## src/rtl/vga_sync_receiver.sv

```systemverilog
// VGA timing receiver: synchronizes hsync/vsync, recovers the pixel position,
// measures line and frame lengths and locks onto the configured mode.
module vga_sync_receiver #(
  parameter int unsigned H_SYNC      = 128,
  parameter int unsigned H_BP        = 88,
  parameter int unsigned H_VIS       = 800,
  parameter int unsigned H_TOTAL     = 1056,
  parameter int unsigned V_SYNC      = 4,
  parameter int unsigned V_BP        = 23,
  parameter int unsigned V_VIS       = 600,
  parameter int unsigned V_TOTAL     = 628,
  parameter logic        H_POL       = 1'b1,
  parameter logic        V_POL       = 1'b1,
  parameter int unsigned LOCK_FRAMES = 2
) (
  input  logic        clk,
  input  logic        reset,
  input  logic        pix_en,
  input  logic        hsync_in,
  input  logic        vsync_in,
  output logic        locked,
  output logic        de,
  output logic [10:0] pix_x,
  output logic [9:0]  pix_y,
  output logic [10:0] line_len,
  output logic [9:0]  frame_lines
);

  localparam logic [10:0] HV_LO  = 11'(H_SYNC + H_BP);
  localparam logic [10:0] HV_HI  = 11'(H_SYNC + H_BP + H_VIS - 1);
  localparam logic [9:0]  VV_LO  = 10'(V_SYNC + V_BP);
  localparam logic [9:0]  VV_HI  = 10'(V_SYNC + V_BP + V_VIS - 1);
  localparam logic [10:0] H_TOT  = 11'(H_TOTAL);
  localparam logic [9:0]  V_TOT  = 10'(V_TOTAL);
  localparam logic [3:0]  LOCK_N = 4'(LOCK_FRAMES);
  localparam logic [10:0] H_MAX  = 11'h7FF;
  localparam logic [9:0]  V_MAX  = 10'h3FF;

  logic        hs_meta_r, hs_sync_r, vs_meta_r, vs_sync_r;
  logic        hs_prev_r, vs_prev_r;
  logic [10:0] hcount_r;
  logic [9:0]  vcount_r;
  logic        h_seen_r, v_seen_r, line_bad_r;
  logic [3:0]  good_cnt_r;

  logic        hs_s, vs_s, hs_edge_s, vs_edge_s, timeout_s;
  logic [10:0] meas_s, hcount_s, line_len_s, pix_x_s;
  logic [9:0]  vcount_s, frame_lines_s, pix_y_s;
  logic        h_seen_s, v_seen_s, line_bad_s, locked_s, de_s;
  logic [3:0]  good_cnt_s;

  // Internal syncs are active-high regardless of the source polarity.
  assign hs_s = hs_sync_r ^ ~H_POL;
  assign vs_s = vs_sync_r ^ ~V_POL;

  // Two-flop synchronizer, clocked every clk independent of pix_en.
  always_ff @(posedge clk) begin
    if (reset) begin
      hs_meta_r <= 1'b0;
      hs_sync_r <= 1'b0;
      vs_meta_r <= 1'b0;
      vs_sync_r <= 1'b0;
    end else begin
      hs_meta_r <= hsync_in;
      hs_sync_r <= hs_meta_r;
      vs_meta_r <= vsync_in;
      vs_sync_r <= vs_meta_r;
    end
  end

  // Next-state for counters, measurements and the lock qualifier.
  always_comb begin
    hs_edge_s     = hs_s & ~hs_prev_r;
    vs_edge_s     = vs_s & ~vs_prev_r;
    meas_s        = hcount_r + 11'd1;
    hcount_s      = hcount_r;
    vcount_s      = vcount_r;
    line_len_s    = line_len;
    frame_lines_s = frame_lines;
    h_seen_s      = h_seen_r;
    v_seen_s      = v_seen_r;
    line_bad_s    = line_bad_r;
    good_cnt_s    = good_cnt_r;
    locked_s      = locked;

    if (hs_edge_s) begin
      line_len_s = meas_s;
      hcount_s   = 11'd0;
      h_seen_s   = 1'b1;
      if (!h_seen_r || (meas_s != H_TOT)) begin
        line_bad_s = 1'b1;
      end else begin
        line_bad_s = line_bad_r;
      end
      if (vcount_r != V_MAX) begin
        vcount_s = vcount_r + 10'd1;
      end else begin
        vcount_s = vcount_r;
      end
    end else if (hcount_r != H_MAX) begin
      hcount_s = hcount_r + 11'd1;
    end else begin
      hcount_s = hcount_r;
    end

    // A coincident hs edge starts line 0, so vcount is forced to 0 here.
    if (vs_edge_s) begin
      frame_lines_s = vcount_r;
      vcount_s      = 10'd0;
      if (v_seen_r && !line_bad_s && (vcount_r == V_TOT)) begin
        if (good_cnt_r != LOCK_N) begin
          good_cnt_s = good_cnt_r + 4'd1;
        end else begin
          good_cnt_s = good_cnt_r;
        end
        if (good_cnt_s == LOCK_N) begin
          locked_s = 1'b1;
        end else begin
          locked_s = locked;
        end
      end else begin
        good_cnt_s = 4'd0;
        locked_s   = 1'b0;
      end
      line_bad_s = 1'b0;
      v_seen_s   = 1'b1;
    end else begin
      frame_lines_s = frame_lines;
    end

    timeout_s  = (hcount_s == H_MAX);
    locked_s   = locked_s & ~timeout_s;
    h_seen_s   = h_seen_s & ~timeout_s;
    v_seen_s   = v_seen_s & ~timeout_s;
    good_cnt_s = timeout_s ? 4'd0 : good_cnt_s;

    de_s = locked_s && (hcount_s >= HV_LO) && (hcount_s <= HV_HI)
                    && (vcount_s >= VV_LO) && (vcount_s <= VV_HI);
    if (de_s) begin
      pix_x_s = hcount_s - HV_LO;
      pix_y_s = vcount_s - VV_LO;
    end else begin
      pix_x_s = 11'd0;
      pix_y_s = 10'd0;
    end
  end

  // State and outputs advance only on pixel-rate enables.
  always_ff @(posedge clk) begin
    if (reset) begin
      hs_prev_r   <= 1'b0;
      vs_prev_r   <= 1'b0;
      hcount_r    <= 11'd0;
      vcount_r    <= 10'd0;
      h_seen_r    <= 1'b0;
      v_seen_r    <= 1'b0;
      line_bad_r  <= 1'b0;
      good_cnt_r  <= 4'd0;
      locked      <= 1'b0;
      de          <= 1'b0;
      pix_x       <= 11'd0;
      pix_y       <= 10'd0;
      line_len    <= 11'd0;
      frame_lines <= 10'd0;
    end else if (pix_en) begin
      hs_prev_r   <= hs_s;
      vs_prev_r   <= vs_s;
      hcount_r    <= hcount_s;
      vcount_r    <= vcount_s;
      h_seen_r    <= h_seen_s;
      v_seen_r    <= v_seen_s;
      line_bad_r  <= line_bad_s;
      good_cnt_r  <= good_cnt_s;
      locked      <= locked_s;
      de          <= de_s;
      pix_x       <= pix_x_s;
      pix_y       <= pix_y_s;
      line_len    <= line_len_s;
      frame_lines <= frame_lines_s;
    end else begin
      hs_prev_r <= hs_prev_r;
    end
  end

endmodule

```

## config.mk

```make
export PLATFORM = sky130hd
export DESIGN_NAME = vga_sync_receiver
export DESIGN_NICKNAME = d
export VERILOG_FILES = /design/src/rtl/vga_sync_receiver.sv
export SDC_FILE = /design/constraint.sdc
export NUM_CORES = 1
export LEC_CHECK = 0
export CAP_MARGIN = 20
export CORE_MARGIN = 4
export CORE_UTILIZATION = 56
export CTS_CLUSTER_SIZE = 28
export DETAILED_ROUTE_END_ITERATION = 6
export GPL_ROUTABILITY_DRIVEN = 0
export PLACE_DENSITY = 0.92
export SLEW_MARGIN = 15
export SYNTH_ARGS = -nofsm -noshare
export SYNTH_HDL_FRONTEND = slang
export SYNTH_SLANG_ARGS = --single-unit
```

## constraint.sdc

```tcl
create_clock -name clk -period 3.5 [get_ports clk]
set_input_delay 0.525 -clock clk [delete_from_list [all_inputs] [get_ports clk]]
set_output_delay 0.525 -clock clk [all_outputs]
set_load 0.02 [all_outputs]
```

==> results of run 1 <==
## worst max-delay path by stage
stage                                  start               endpoint  slack (ns)  depth (start not counted)
CTS                 vcount_r[0]$_SDFFE_PP0P_  pix_x[7]$_SDFFE_PP0P_        0.18                         13
floorplan           vcount_r[0]$_SDFFE_PP0P_  pix_x[2]$_SDFFE_PP0P_        0.46                         13
global route        hcount_r[0]$_SDFFE_PP0P_  pix_x[7]$_SDFFE_PP0P_        0.03                         14
global placement    vcount_r[0]$_SDFFE_PP0P_  pix_x[2]$_SDFFE_PP0P_        0.33                         13
detailed placement  vcount_r[0]$_SDFFE_PP0P_  pix_x[2]$_SDFFE_PP0P_        0.20                         13
finish              vcount_r[5]$_SDFFE_PP0P_  pix_x[7]$_SDFFE_PP0P_        0.21                         12
## layout by cell type, fill, tap and decap left out, types with 4 or more instances in the layout
master / count
and2_1: 8
a21oi_1: 24
inv_1: 6
nand2_1: 48
buf_4: 16
a211oi_1: 16
dfxtp_1: 78
nor3_1: 4
a21o_1: 5
mux2i_1: 21
o21ai_0: 10
clkdlybuf4s50_1: 47
and3_1: 4
nand4_1: 13
ha_1: 8
xnor2_1: 19
and4_1: 4
nor2_1: 64
nor2b_1: 9
nor4_1: 4
nand2b_1: 7
a22o_1: 19
xor2_1: 4
nand3_1: 6
a31oi_1: 7
clkbuf_8: 10
## final cells by class
cell class / instances / area, µm² / area share, %
clock inverters: 6 / 45.0 / 0.907
well taps: 99 / 124 / 2.50
repair buffers: 64 / 596 / 12.0
flip-flops and latches: 78 / 1560 / 31.5
multi-input cells: 367 / 2480 / 49.9
clock buffers: 10 / 138 / 2.77
inverters: 6 / 22.5 / 0.454
## stage by stage
| step | total power [mW] | util (%) |
|---|---|---|
| 3_5_place_dp | 1.02 | 65.2 |
| 6_report | 1.65 | 67.7 |
| 2_1_floorplan | 0.993 | - |
| 5_1_grt | 1.70 | 67.7 |
| 4_1_cts | 1.65 | 67.7 |
| 3_3_place_gp | 1.02 | 65.1 |
## power groups by stage
stage	registers (mW)	logic (mW)	clock network, mW
3_3_place_gp	0.926	0.0941	0
3_5_place_dp	0.927	0.0971	0
2_1_floorplan	0.929	0.0640	0
6_report	0.907	0.0993	0.642
4_1_cts	0.907	0.0981	0.645
5_1_grt	0.908	0.107	0.681
## layer usage
metal | global-route usage [%] | part of all wire, % | vias to the layer above
li1 | - | - | 1827
met1 | 31.1 | 42 | 1851
met2 | 41.2 | 48 | 207
met3 | 4.42 | 7.3 | 47
met4 | 12.0 | 3.2 | 0
met5 | 0 | 0 | -
## cell families after synthesis
family / count (synthesis) / synth area share [%]
DFF: 78 / 36.5
buffers and inverters: 44 / 5.70
AOI/OAI and AO/OA: 111 / 19.7
muxes: 23 / 5.44
xor gates and xnor gates: 23 / 4.71
and+or+nand+nor: 201 / 25.3
adders and majority gates: 9 / 2.63
## state kept, by name (all words and copies together), names as in the netlist
| name | count |
|---|---|
| line_len | 11 |
| de | 1 |
| hcount_r | 11 |
| locked | 1 |
| vs_meta_r | 1 |
| vs_prev_r | 1 |
| line_bad_r | 1 |
| vs_s | 1 |
| vcount_r | 10 |
| frame_lines | 10 |
| good_cnt_r | 4 |
| hs_prev_r | 1 |
| pix_y | 10 |
| hs_meta_r | 1 |
| hs_s | 1 |
| pix_x | 11 |
| h_seen_r | 1 |
| v_seen_r | 1 |
## what timing repair did
| action | CTS | global route |
|---|---|---|
| setup endpoints to repair | 0 | 4 |
| endpoints found under the hold margin | 0 | 0 |
| resized for setup | 0 | 1 |
==> summary.md, run 1 <==
| Metric | Value |
|---|---|
| EDFF count, synth | 0 |
| Synth-to-Final Area Change | 16.0% |
| Fin Hold WS | 0.423 ns |
| Switching portion of total power | between 20% and 30% |
| Flop pwr share | around 55% |
| Number of nets in the finished design | between 500 and 600 |
| Post-synthesis cell type count | 73 |
| Data arrival at the endpoint of the critical path | 3.54 ns |
| Delay of the slowest cell on the worst path | 0.54 ns |
| Min setup slack post-route | roughly 0.21 ns |
| Category of the worst setup path launch point | register |
| Achievable clock frequency | approximately 0.30 GHz |
| All-layer global routing usage | about a quarter |
| Cell internal pwr | about 1.2 mW |
| Combinational share of power | ~6.0% |
| FF+latch count, synth | 78 |
| Antenna violations before repair | 0 |
| Max-cap violation count | 0 |
| Iter 0 DRT Violations | roughly 320 |
| Post-CTS setup buffers | 0 |
| Average detailed-routed wire length per instance | approximately 17 µm |
| Max Clock Skew | 0.0163 ns |
| Pleak | ~1.8 nW |
| Clock transition at path regs | approximately 0.090 ns |
| Pin count of the biggest net entering global routing | 56 |
| Number of vias after detailed routing | 3932 |
| Synth warn | 0 |
| Category of the critical setup timing path | reg2reg |
| CTS Buffer Depth | 2 |
| Depth of the CTS H-tree | 3 |
| Effective utilization at floorplan | between 50 and 60% |
| Count leader, synth | dfxtp_1 |
| Async set or reset register ratio after synthesis | 0% |
| HP Start | reset |
| Final clock period utilization by the worst path | a little over nine tenths |
| Die footprint | between 0.009 and 0.01 mm² |
| Required @ worst endpoint | around 3.8 ns |
| Fill cells | around 580 |
| Sequential fraction of the synthesis area | a little over a third |
| Grt total ovfl | 0 |
| Average cell area after synthesis | 8.75 µm² |
| Die width | about 95 µm |
| Number of diodes added for antenna fixing | 0 |
| Top cell types by occurrence after synthesis | dfxtp_1, nor2_1, nand2_1 |
| IO Count | just under 50 |
| Wire length of the first global-routing pass | ~18000 µm |
| Total of endpoints with negative setup slack in the final report | 0 |
| Final Non-Filler Cells | 630 |
| Endpoints failing hold | 0 |
| Hold-critical path depth | 2 |
| Power density cells | 332 mW/mm² |
| Root buffer cell | clkbuf_8 |
| Overall die height | between 90 and 100 µm |
| Post-detail-place hpwl | 7740 µm |
| CP Buf/Inv Count | 1 |
| Clock sinks | 78 |
| Share of the synthesized area in the top cell type | between 30 and 40% |
| Number of antenna-violating nets in the routed design | 0 |
| Leading cell types by total area after synthesis | dfxtp_1, nor2_1, mux2i_1 |
| Run status | complete, no violations |
| PortBufs | 48 |
| Crit path time final | roughly 3.3 ns |
| Share of final-layout standard cells stronger than drive strength 1 | between 10 and 15% |
| CTS buffer count | 9 |
| IR drop worst, VDD | approximately 0.21 mV |
| Biggest area consumer among synthesized cells | dfxtp_1 |
| Later-pin clock latency in the skew report | between 0.3 and 0.4 ns |
| Final non-filler cell area | approximately 0.0050 mm² |
| R2r endpoint | pix_x[7]$_SDFFE_PP0P_ |
| Final Slew Violations | 0 |
| Delay-heaviest family, CP | simple AND/OR/NAND/NOR gates |
| Setup repair after global routing missed its margin | no |
| Ordered cell list for the critical path | and4_1, a31oi_4, mux2_1, and2_1, ha_1, nor2_1, a211oi_1, or4_1, o211ai_2, nor3_4, buf_4, a22o_1 |
| Net Count, Synth | 503 |
| Hold Path End | vcount_r[1]$_SDFFE_PP0P_ |
| CTS tree | done |
| Routed via count divided by cell count | 6.24 |
| R2r worst-path depth | 12 |
| Placeable core area | about 0.0073 mm² |
| Crit end category | register |
| Rel. slew slack | 43.4% |
| Sum of routed wire length over all layers | around 11000 µm |
| Reg2Reg Setup Slack | 0.21 ns |
| Setup slack at placement | around 0.2 ns |
| Total negative slack | 0 ns |
| Cell area after placement | approximately 0.0048 mm² |
| Post-Synthesis Cells | approximately 500 |
| Portion of total power attributed to the clock network | roughly two fifths |
| Via count of the first global-routing pass | between 3000 and 4000 |
| Net load switching power | ~440 µW |
| Transition time of the tightest slew-check pin | about 0.85 ns |
| R2r startpoint | vcount_r[5]$_SDFFE_PP0P_ |
| Commonest register cell after synthesis | dfxtp_1 |
| Total standard cell area after synthesis | roughly 0.0043 mm² |
| Placed Cells incl. Taps | roughly 610 |
| Worst Path Max Fanout | 12 |
| DRT Pass-1 Iters | 7 |
| Class of the worst hold path | in2reg |
| Number of placement rows | 31 |
| Number of design rule violations left after detail routing | 0 |
| Cts hold-fix bufs | 0 |
| Slowest cell on the critical path | or4_1 |
Power figures use the tool's default switching activity.
==> inputs of run 2 (changes only) <==
CORE_ASPECT_RATIO = 1.75   (was not set)
clock period = 3.4 ns   (was 3.5 ns; I/O delays follow)
==> run 2 against run 1 <==
Routed wire length grew 7.9%. Setup slack lost 0.091 ns. Maximum frequency grew 0.29%. Non-clock buffer count rose by 3. Largest power group is now clock.
==> summary.md, run 2 (synthesis gave the netlist of run 1 again) <==
| Metric | Value |
|---|---|
| Run status | complete, no violations |
| Data arrival at the endpoint of the critical path | 3.52 ns (-0.02 ns) |
| Average detailed-routed wire length per instance | 18.9 µm (+9.6%) |
| Category of the critical setup timing path | reg2reg |
| Share of final-layout standard cells stronger than drive strength 1 | 11.4% (-0.065 points) |
| Cts hold-fix bufs | 0 (unchanged) |
| Final clock period utilization by the worst path | 96.6% (+2.5 points) |
| Delay of the slowest cell on the worst path | 0.55 ns (about the same) |
| Max-cap violation count | 0 (unchanged) |
| Ordered cell list for the critical path | and4_2, a31oi_4, mux2_1, and2_1, ha_1, nor2_1, a211oi_1, or4_1, o211ai_2, nor3_4, a22o_1 |
| Final Slew Violations | 0 (unchanged) |
| Delay-heaviest family, CP | simple AND/OR/NAND/NOR gates |
| Rel. slew slack | 49.7% (+6.3 points) |
| Number of nets in the finished design | 544 (+0.74%) |
| Total area of multi-input combinational cells | 0.00250 mm² (+1.0%) |
| Crit path time final | 3.29 ns (-0.00947 ns) |
| R2r endpoint | pix_x[9]$_SDFFE_PP0P_ |
| Number of placement rows | 41 (+32%) |
| Number of diodes added for antenna fixing | 0 (unchanged) |
| Total of endpoints with negative setup slack in the final report | 0 (unchanged) |
| All-layer global routing usage | 27.4% (+2.5 points) |
| PortBufs | 48 (unchanged) |
| Antenna violations before repair | 0 (unchanged) |
| DRT Pass-1 Iters | 5 (-2) |
| Setup repair after global routing missed its margin | no |
| R2r startpoint | vcount_r[4]$_SDFFE_PP0P_ |
| Required @ worst endpoint | 3.63 ns (-0.12 ns) |
| Total Power | 1.99 mW (+21%) |
| Hold Path End | vs_s$_SDFF_PP0_ |
| Post-detail-place hpwl | 8050 µm (+3.9%) |
| Crit end category | register |
| R2r worst-path depth | 11 (-1) |
| Fill cells | 569 (-1.0%) |
| Critical path depth | 11 (-1) |
| Largest registers ranked by flip-flop count | hcount_r (11), line_len (11), pix_x (11) |
| HP Start | vs_meta_r$_SDFF_PP0_ |
| Iter 0 DRT Violations | 455 (+40%) |
| Max Clock Skew | 0.00660 ns (-0.00969 ns) |
| IO Count | 49 (unchanged) |
| Slowest cell on the critical path | dfxtp_1 |
| CTS Buffer Depth | 2 (unchanged) |
| Worst Path Max Fanout | 10 (-2) |
| CP startpoint | vcount_r[4]$_SDFFE_PP0P_ |
| Transition time of the tightest slew-check pin | 0.752 ns (-0.0960 ns) |
| Wire length of the first global-routing pass | 19000 µm (+7.5%) |
| Root buffer cell | clkbuf_16 |
| Most frequent cells in the layout | dfxtp_1, nor2_1, nand2_1, clkdlybuf4s50_1, a21oi_1 |
| Most common cell after layout, fill and taps aside | dfxtp_1 |
| Endpoints failing hold | 0 (unchanged) |
| Via count of the first global-routing pass | 3980 (+10%) |
| Die footprint | 0.00916 mm² (+0.61%) |
| Pleak | 1.93 nW (+4.4%) |
| Sum of routed wire length over all layers | 11700 µm (+7.9%) |
| Post-CTS setup buffers | 0 (unchanged) |
| Placeable core area | 0.00734 mm² (about the same) |
| CTS buffer count | 9 (unchanged) |
| Power density cells | 390 mW/mm² (+17%) |
| IR drop worst, VDD | 0.308 mV (+45%) |
| Category of the worst setup path launch point | register |
| Number of antenna-violating nets in the routed design | 0 (unchanged) |
| Number of vias after detailed routing | 3979 (+1.2%) |
| Total negative slack | 0 ns (unchanged) |
| Later-pin clock latency in the skew report | 0.34 ns (-0.03 ns) |
| Sequential cell area | 0.00156 mm² (about the same) |
| Effective utilization at floorplan | 58.3% (about the same) |
| Depth of the CTS H-tree | 3 (unchanged) |
| Reg2Reg Setup Slack | 0.11 ns (-0.09 ns) |
| Hold-critical path depth | 1 (-1) |
| Routed via count divided by cell count | 6.42 (+2.8%) |
| Pin count of the biggest net entering global routing | 58 (+3.6%) |
| Number of design rule violations left after detail routing | 0 (unchanged) |
| Clock sinks | 78 (unchanged) |
| Grt total ovfl | 0 (unchanged) |
| Die width | 74.1 µm (-22%) |
| Clock transition at path regs | 0.05 ns (-0.04 ns) |
| Overall die height | 124 µm (+30%) |
| CTS tree | done |
| Synth-to-Final Area Change | 19.2% |
| CP Buf/Inv Count | 0 (-1) |
| Achievable clock frequency | 0.304 GHz (+0.29%) |
| Class of the worst hold path | reg2reg |
| Post-cts gate resize count | 0 (unchanged) |
-- run 2: cell types whose count changed in the layout (fill, tap and decap cells not counted), sizes merged --
cell / previous run / this run
clkbuf: 10 / 14
buf: 17 / 20
clkinvlp: 3 / 0
clkinv: 2 / 0
bufinv: 0 / 1
inv: 7 / 6
nor3: 7 / 8
-- run 2: how the worst max path moves through the flow --
stage	end	slack, ns
after global placement	pix_x[2]$_SDFFE_PP0P_	0.27
final	pix_x[9]$_SDFFE_PP0P_	0.11
after detailed placement	pix_x[9]$_SDFFE_PP0P_	0.17
after floorplan	pix_x[2]$_SDFFE_PP0P_	0.36
after CTS	pix_x[9]$_SDFFE_PP0P_	0.11
after global routing	pix_y[4]$_SDFFE_PP0P_	0.006
-- run 2: layout make-up --
type	count	share of cell area (%)
clock buffers	14	4.98
multi-input cells	368	49.1
inverters	6	0.442
clock inverters	1	0.589
repair buffers	67	12.1
flip-flops and latches	78	30.7
well taps	86	2.11
-- run 2: stage by stage --
| step | cells | worst slack, ns | hold WS (ns) | instance area [µm²] | util [%] |
|---|---|---|---|---|---|
| 2_1_floorplan | 489 | 0.357 | 0.414 | 4280 | - |
| 3_5_place_dp | 604 | 0.167 | 0.433 | 4780 | 65.2 |
| 4_1_cts | 619 | 0.110 | 0.445 | 5070 | 69.1 |
| 5_1_grt | 620 | 0.00635 | 0.466 | 5100 | 69.5 |
| 6_report | 620 | 0.115 | 0.439 | 5100 | 69.5 |
| 3_3_place_gp | 604 | 0.274 | 0.421 | 4780 | 65.2 |
-- run 2: worst reg2reg max path, stage by stage, from the launching register on --
cell and delay (ns):
dfxtp_1 0.55, and4_2 0.44, a31oi_4 0.14, mux2_1 0.34, and2_1 0.20, ha_1 0.20, nor2_1 0.13, a211oi_1 0.08
or4_1 0.54, o211ai_2 0.18, nor3_4 0.14, a22o_1 0.24
-- run 2: power by group --
group	switching [mW]	internal [mW]
sequential	0.00760	0.925
combinational	0.0694	0.0378
clock	0.363	0.586
total	0.440	1.55
-- run 2: per-layer routing --
| layer | up-vias | GRT usage (%) | wire length (µm) |
|---|---|---|---|
| met2 | 214 | 46.6 | 6070 |
| met3 | 91 | 7.27 | 763 |
| met1 | 1836 | 27.8 | 4010 |
| met5 | - | 0 | 0 |
| li1 | 1838 | - | - |
| met4 | 0 | 20.3 | 895 |
==> inputs of run 3 (changes only) <==
TNS_END_PERCENT = 50   (was not set)
==> results of run 3 <==
No change in the layout: final DEF, timing and power equal those of run 2.
==> RTL edit 1: new RTL, config.mk and constraints of run 2 <==
Set the parameter `H_POL` to 1'b0 (it was 1'b1).
--- a/src/rtl/vga_sync_receiver.sv
+++ b/src/rtl/vga_sync_receiver.sv
@@ -11,3 +11,3 @@
   parameter int unsigned V_TOTAL     = 628,
-  parameter logic        H_POL       = 1'b1,
+  parameter logic        H_POL       = 1'b0,
   parameter logic        V_POL       = 1'b1,
Formal check against the unedited RTL: not equivalent (a bounded check fails within 4 cycles, from zero or initial values and one cycle with reset high).
==> RTL edit 1 against run 2 <==
- the flow now finishes with violations (DRC)
- sequential share of layout area shrank 1.5 points
- first-iteration DRC count grew 52%
- global-route usage grew 2.8 points
- area after synthesis grew 1.3%
- non-clock buffer count grew 20
- total power grew 6.9%
- synthesized cell count grew 4.3%
- wire length grew 14%
- final area grew 5.1%
- critical endpoint unchanged
- sequential power grew 2%
- sequential cell count is the same
- maximum frequency grew 0.59%
- setup slack gained 0.019 ns
==> RTL edit 1: results (changes against run 2) <==
status -> finished with violations
violations in the final reports -> DRC
Iteration-0 DRC Markers -> 691 (+52%)
Seq/Total Area, Yosys -> 0.3604 (-0.004638)
P_comb -> 0.184 mW (+72%)
xor and xnor fraction of the mapped netlist area -> 0.05256 (+0.005466)
GRT Overall Usage -> 0.3018 (+0.02811)
Synth Area in Compound Gates -> 0.2111 (+0.01425)
Comb pwr share -> 0.086 (+0.032)
Synth Area in Adders -> 0.02599 (-0.0003345)
VDD IR-drop max -> 0.0003742 V (+21%)
Clk power -> 0.996 mW (+5.1%)
crit-path max cell delay -> 0.65 ns (+0.10 ns)
critical path's slowest cell -> or4_1
Place WS -> -0.1339 ns (-0.3011 ns)
clk_skew -> 0.006047 ns (-0.0005519 ns)
mux share of post-synthesis cell area -> 0.04418 (-0.01022)
M2 GR Usage -> 0.5013 (+0.03518)
global-route wire length before repair -> 21510 um (+13%)
syn nets -> 524 (+4.2%)
top post-synthesis cells by count -> dfxtp_1, nor2_1, nand2_1
dpl cells -> 642 (+6.3%)
GR Util met3 -> 0.07593 (+0.003231)
GRT met1 Usage -> 0.3087 (+0.03032)
Psw -> 0.5128 mW (+17%)
fin nets -> 583 (+7.2%)
Cell Area, Placed -> 4975 um2 (+4.0%)
DRC -> 9 (+9)
## RTL edit 1: critical path, delay by kind of cell (launching register included)
family | cells | cell delay [ns]
buffers and inverters | 2 | 0.34
DFF | 1 | 0.33
AOI/OAI and AO/OA | 3 | 0.48
and+or+nand+nor | 5 | 1.55
adders and majority gates | 2 | 0.47
## RTL edit 1: per-layer routing
layer | up-vias | part of all wire
met1 | 2029 | 0.32
met3 | 121 | 0.076
li1 | 1956 | -
met4 | 0 | 0.092
met2 | 286 | 0.51
met5 | - | 0
## RTL edit 1: layout make-up
type / count / area, um2
sequential: 78 / 1562
timing repair buffer: 87 / 780.7
multi-input combinational: 382 / 2554
clock inverter: 4 / 53.80
clock buffer: 12 / 256.5
tap: 88 / 110.1
inverter: 11 / 41.29
fill: 556 / 2210
## RTL edit 1: logic make-up (layout without fill, tap and decap cells)
kind of cell | Yosys count | after routing
AO/OA/AOI/OAI | 127 | 127
XOR/XNOR | 26 | 26
adder cells (fa/ha/maj) | 9 | 9
buffers and inverters | 51 | 114
flip-flops | 78 | 78
multiplexers | 19 | 19
AND/OR/NAND/NOR | 200 | 201
## RTL edit 1: path summary, 6_finish.rpt
check                                               from                    end  slack [ns]  cells after the start
worst min register to register      vs_meta_r$_SDFF_PP0_        vs_s$_SDFF_PP0_        0.45                      1
worst max register to register  hcount_r[1]$_SDFFE_PP0P_  pix_x[9]$_SDFFE_PP0P_        0.13                     12
worst min-delay path                vs_meta_r$_SDFF_PP0_        vs_s$_SDFF_PP0_        0.45                      1
worst max-delay path            hcount_r[1]$_SDFFE_PP0P_  pix_x[9]$_SDFFE_PP0P_        0.13                     12
## RTL edit 1: what timing repair did
item,CTS,global route
pin swaps,1,3
gates cloned,1,0
endpoints found under the setup margin,22,22
buffers inserted,0,3
resized for setup,1,4
==> RTL edit 2: new RTL, config.mk and constraints of run 2 <==
Made on the original files. Register the inputs `pix_en`, `hsync_in` and `vsync_in` before use. The logic sees them one clock later.
--- a/src/rtl/vga_sync_receiver.sv
+++ b/src/rtl/vga_sync_receiver.sv
@@ -38,2 +38,12 @@
 
+  logic pix_en_q;
+  logic hsync_q;
+  logic vsync_q;
+
+  always_ff @(posedge clk) begin
+    pix_en_q <= pix_en;
+    hsync_q  <= hsync_in;
+    vsync_q  <= vsync_in;
+  end
+
   logic        hs_meta_r, hs_sync_r, vs_meta_r, vs_sync_r;
@@ -63,5 +73,5 @@
     end else begin
-      hs_meta_r <= hsync_in;
+      hs_meta_r <= hsync_q;
       hs_sync_r <= hs_meta_r;
-      vs_meta_r <= vsync_in;
+      vs_meta_r <= vsync_q;
       vs_sync_r <= vs_meta_r;
@@ -164,3 +174,3 @@
       frame_lines <= 10'd0;
-    end else if (pix_en) begin
+    end else if (pix_en_q) begin
       hs_prev_r   <= hs_s;
Function: changed (Yosys sat finds a counterexample within 4 cycles, from zero or initial values and one cycle with reset high).
==> RTL edit 2 against run 2 <==
- wire length up 0.80%
- critical path depth grew 1
- sequential power grew 4.1%
- total power grew 7.7%
- setup slack lost 0.0065 ns
- final area grew 2.7%
- area after synthesis grew 1.4%
- sequential cell count grew 3
- critical endpoint unchanged
- highest routed layer unchanged
==> RTL edit 2: results (changes against run 2) <==
vias per cell -> 6.399 (-0.29%)
top post-synthesis cells by count -> dfxtp_1, nor2_1, nand2_1
fin nets -> 550 (+1.1%)
Clk power -> 1.06 mW (+12%)
initial antenna violation count -> 0 (unchanged)
global-route wire length before repair -> 19450 um (+2.4%)
Area contributors post-synth -> dfxtp_1, nor2_1, mux2i_1
crit-path max cell delay -> 0.59 ns (+0.04 ns)
syn nets -> 506 (+0.60%)
GRT Overall Usage -> 0.2679 (-0.005793)
Clock-cell share -> 0.06307 (+0.007348)
FF+latch area -> 1623 um2 (+3.8%)
Primary FF master, synth -> dfxtp_1
Ys Warns -> 0 (unchanged)
Comb pwr share -> 0.051 (-0.003)
clock buffer depth -> 2 (unchanged)
Clock buffer cells -> 11 (-3)
Signal buffers -> 70 (+4.5%)
fill count -> 557 (-2.1%)
Leak -> 1.992 nW (+3.5%)
delay-heaviest family, CP -> simple AND/OR/NAND/NOR gates
share of cells above drive strength 1 -> 0.1275 (+0.01331)
H-tree depth -> 3 (unchanged)
dpl cells -> 612 (+1.3%)
clk_skew -> 0.005428 ns (-0.001170 ns)
asr flop ratio synth -> 0 (unchanged)
DR WL/cell -> 18.81 um (-0.64%)
number of diodes -> 0 (unchanged)
critical path's slowest cell -> or4_1
area of the multi-input gates -> 2511 um2 (+0.35%)
Arrival @ worst endpoint -> 3.53 ns (about the same)
Seq/Total Area, Yosys -> 0.3738 (+0.008791)
status -> completed
cell count of the worst hold path -> 1 (unchanged)
#FFs+latches synth -> 81 (+3.8%)
Post-Synthesis Cells -> 492 (+0.61%)
HPWL Detailed -> 8096 um (+0.60%)
Data buffer area share -> 0.1223 (+0.001056)
Reg2Reg Depth -> 12 (+1)
switch share -> 0.2155 (-0.005652)
vias in the first global route -> 3995 (+0.38%)
Iteration-0 DRC Markers -> 379 (-17%)
Internal Power -> 1.680 mW (+8.5%)
VDD IR-drop max -> 0.0003089 V (+0.19%)
crit-path max FO -> 10 (unchanged)
cts repair resizes -> 0 (unchanged)
CTS Buf Count -> 9 (unchanged)
WL final -> 11830 um (+0.80%)
Max-slew headroom -> 0.4871 (-0.009469)
[RTL edit 2: changes by cell type after synthesis, sizes merged]
cell	run 2	this run
dfxtp	78	81
[RTL edit 2: logic make-up after synthesis]
family | Yosys count | share of synthesized area
AND/OR/NAND/NOR | 201 | 0.2498
adder cells (fa/ha/maj) | 9 | 0.02596
multiplexers | 23 | 0.05365
AO/OA/AOI/OAI | 111 | 0.1941
XOR/XNOR | 23 | 0.04644
flip-flops | 81 | 0.3738
buffers and inverters | 44 | 0.05624
[RTL edit 2: through the flow]
step | TNS (ns) | setup WS, ns | cell area [um2]
finish | 0 | 0.1080 | 5238
global route | -0.003927 | -0.003927 | 5238
CTS | 0 | 0.07869 | 5197
detailed placement | 0 | 0.1516 | 4867
global placement | 0 | 0.2713 | 4867
floorplan | 0 | 0.3572 | 4338
[RTL edit 2: layer usage]
| layer | GRT usage | vias to the layer above | share of wire |
|---|---|---|---|
| met5 | 0 | - | 0 |
| met4 | 0.1876 | 0 | 0.072 |
| met3 | 0.05412 | 72 | 0.066 |
| met2 | 0.4453 | 206 | 0.51 |
| met1 | 0.2894 | 1889 | 0.35 |
| li1 | - | 1858 | - |
[RTL edit 2: path summary, 6_finish.rpt]
check,from,to,slack (ns)
worst max-delay path,vcount_r[5]$_SDFFE_PP0P_,pix_x[9]$_SDFFE_PP0P_,0.11
worst max register to register,vcount_r[5]$_SDFFE_PP0P_,pix_x[9]$_SDFFE_PP0P_,0.11
worst min-delay path,vsync_q$_DFF_P_,vs_meta_r$_SDFF_PP0_,0.44
worst min register to register,vsync_q$_DFF_P_,vs_meta_r$_SDFF_PP0_,0.44
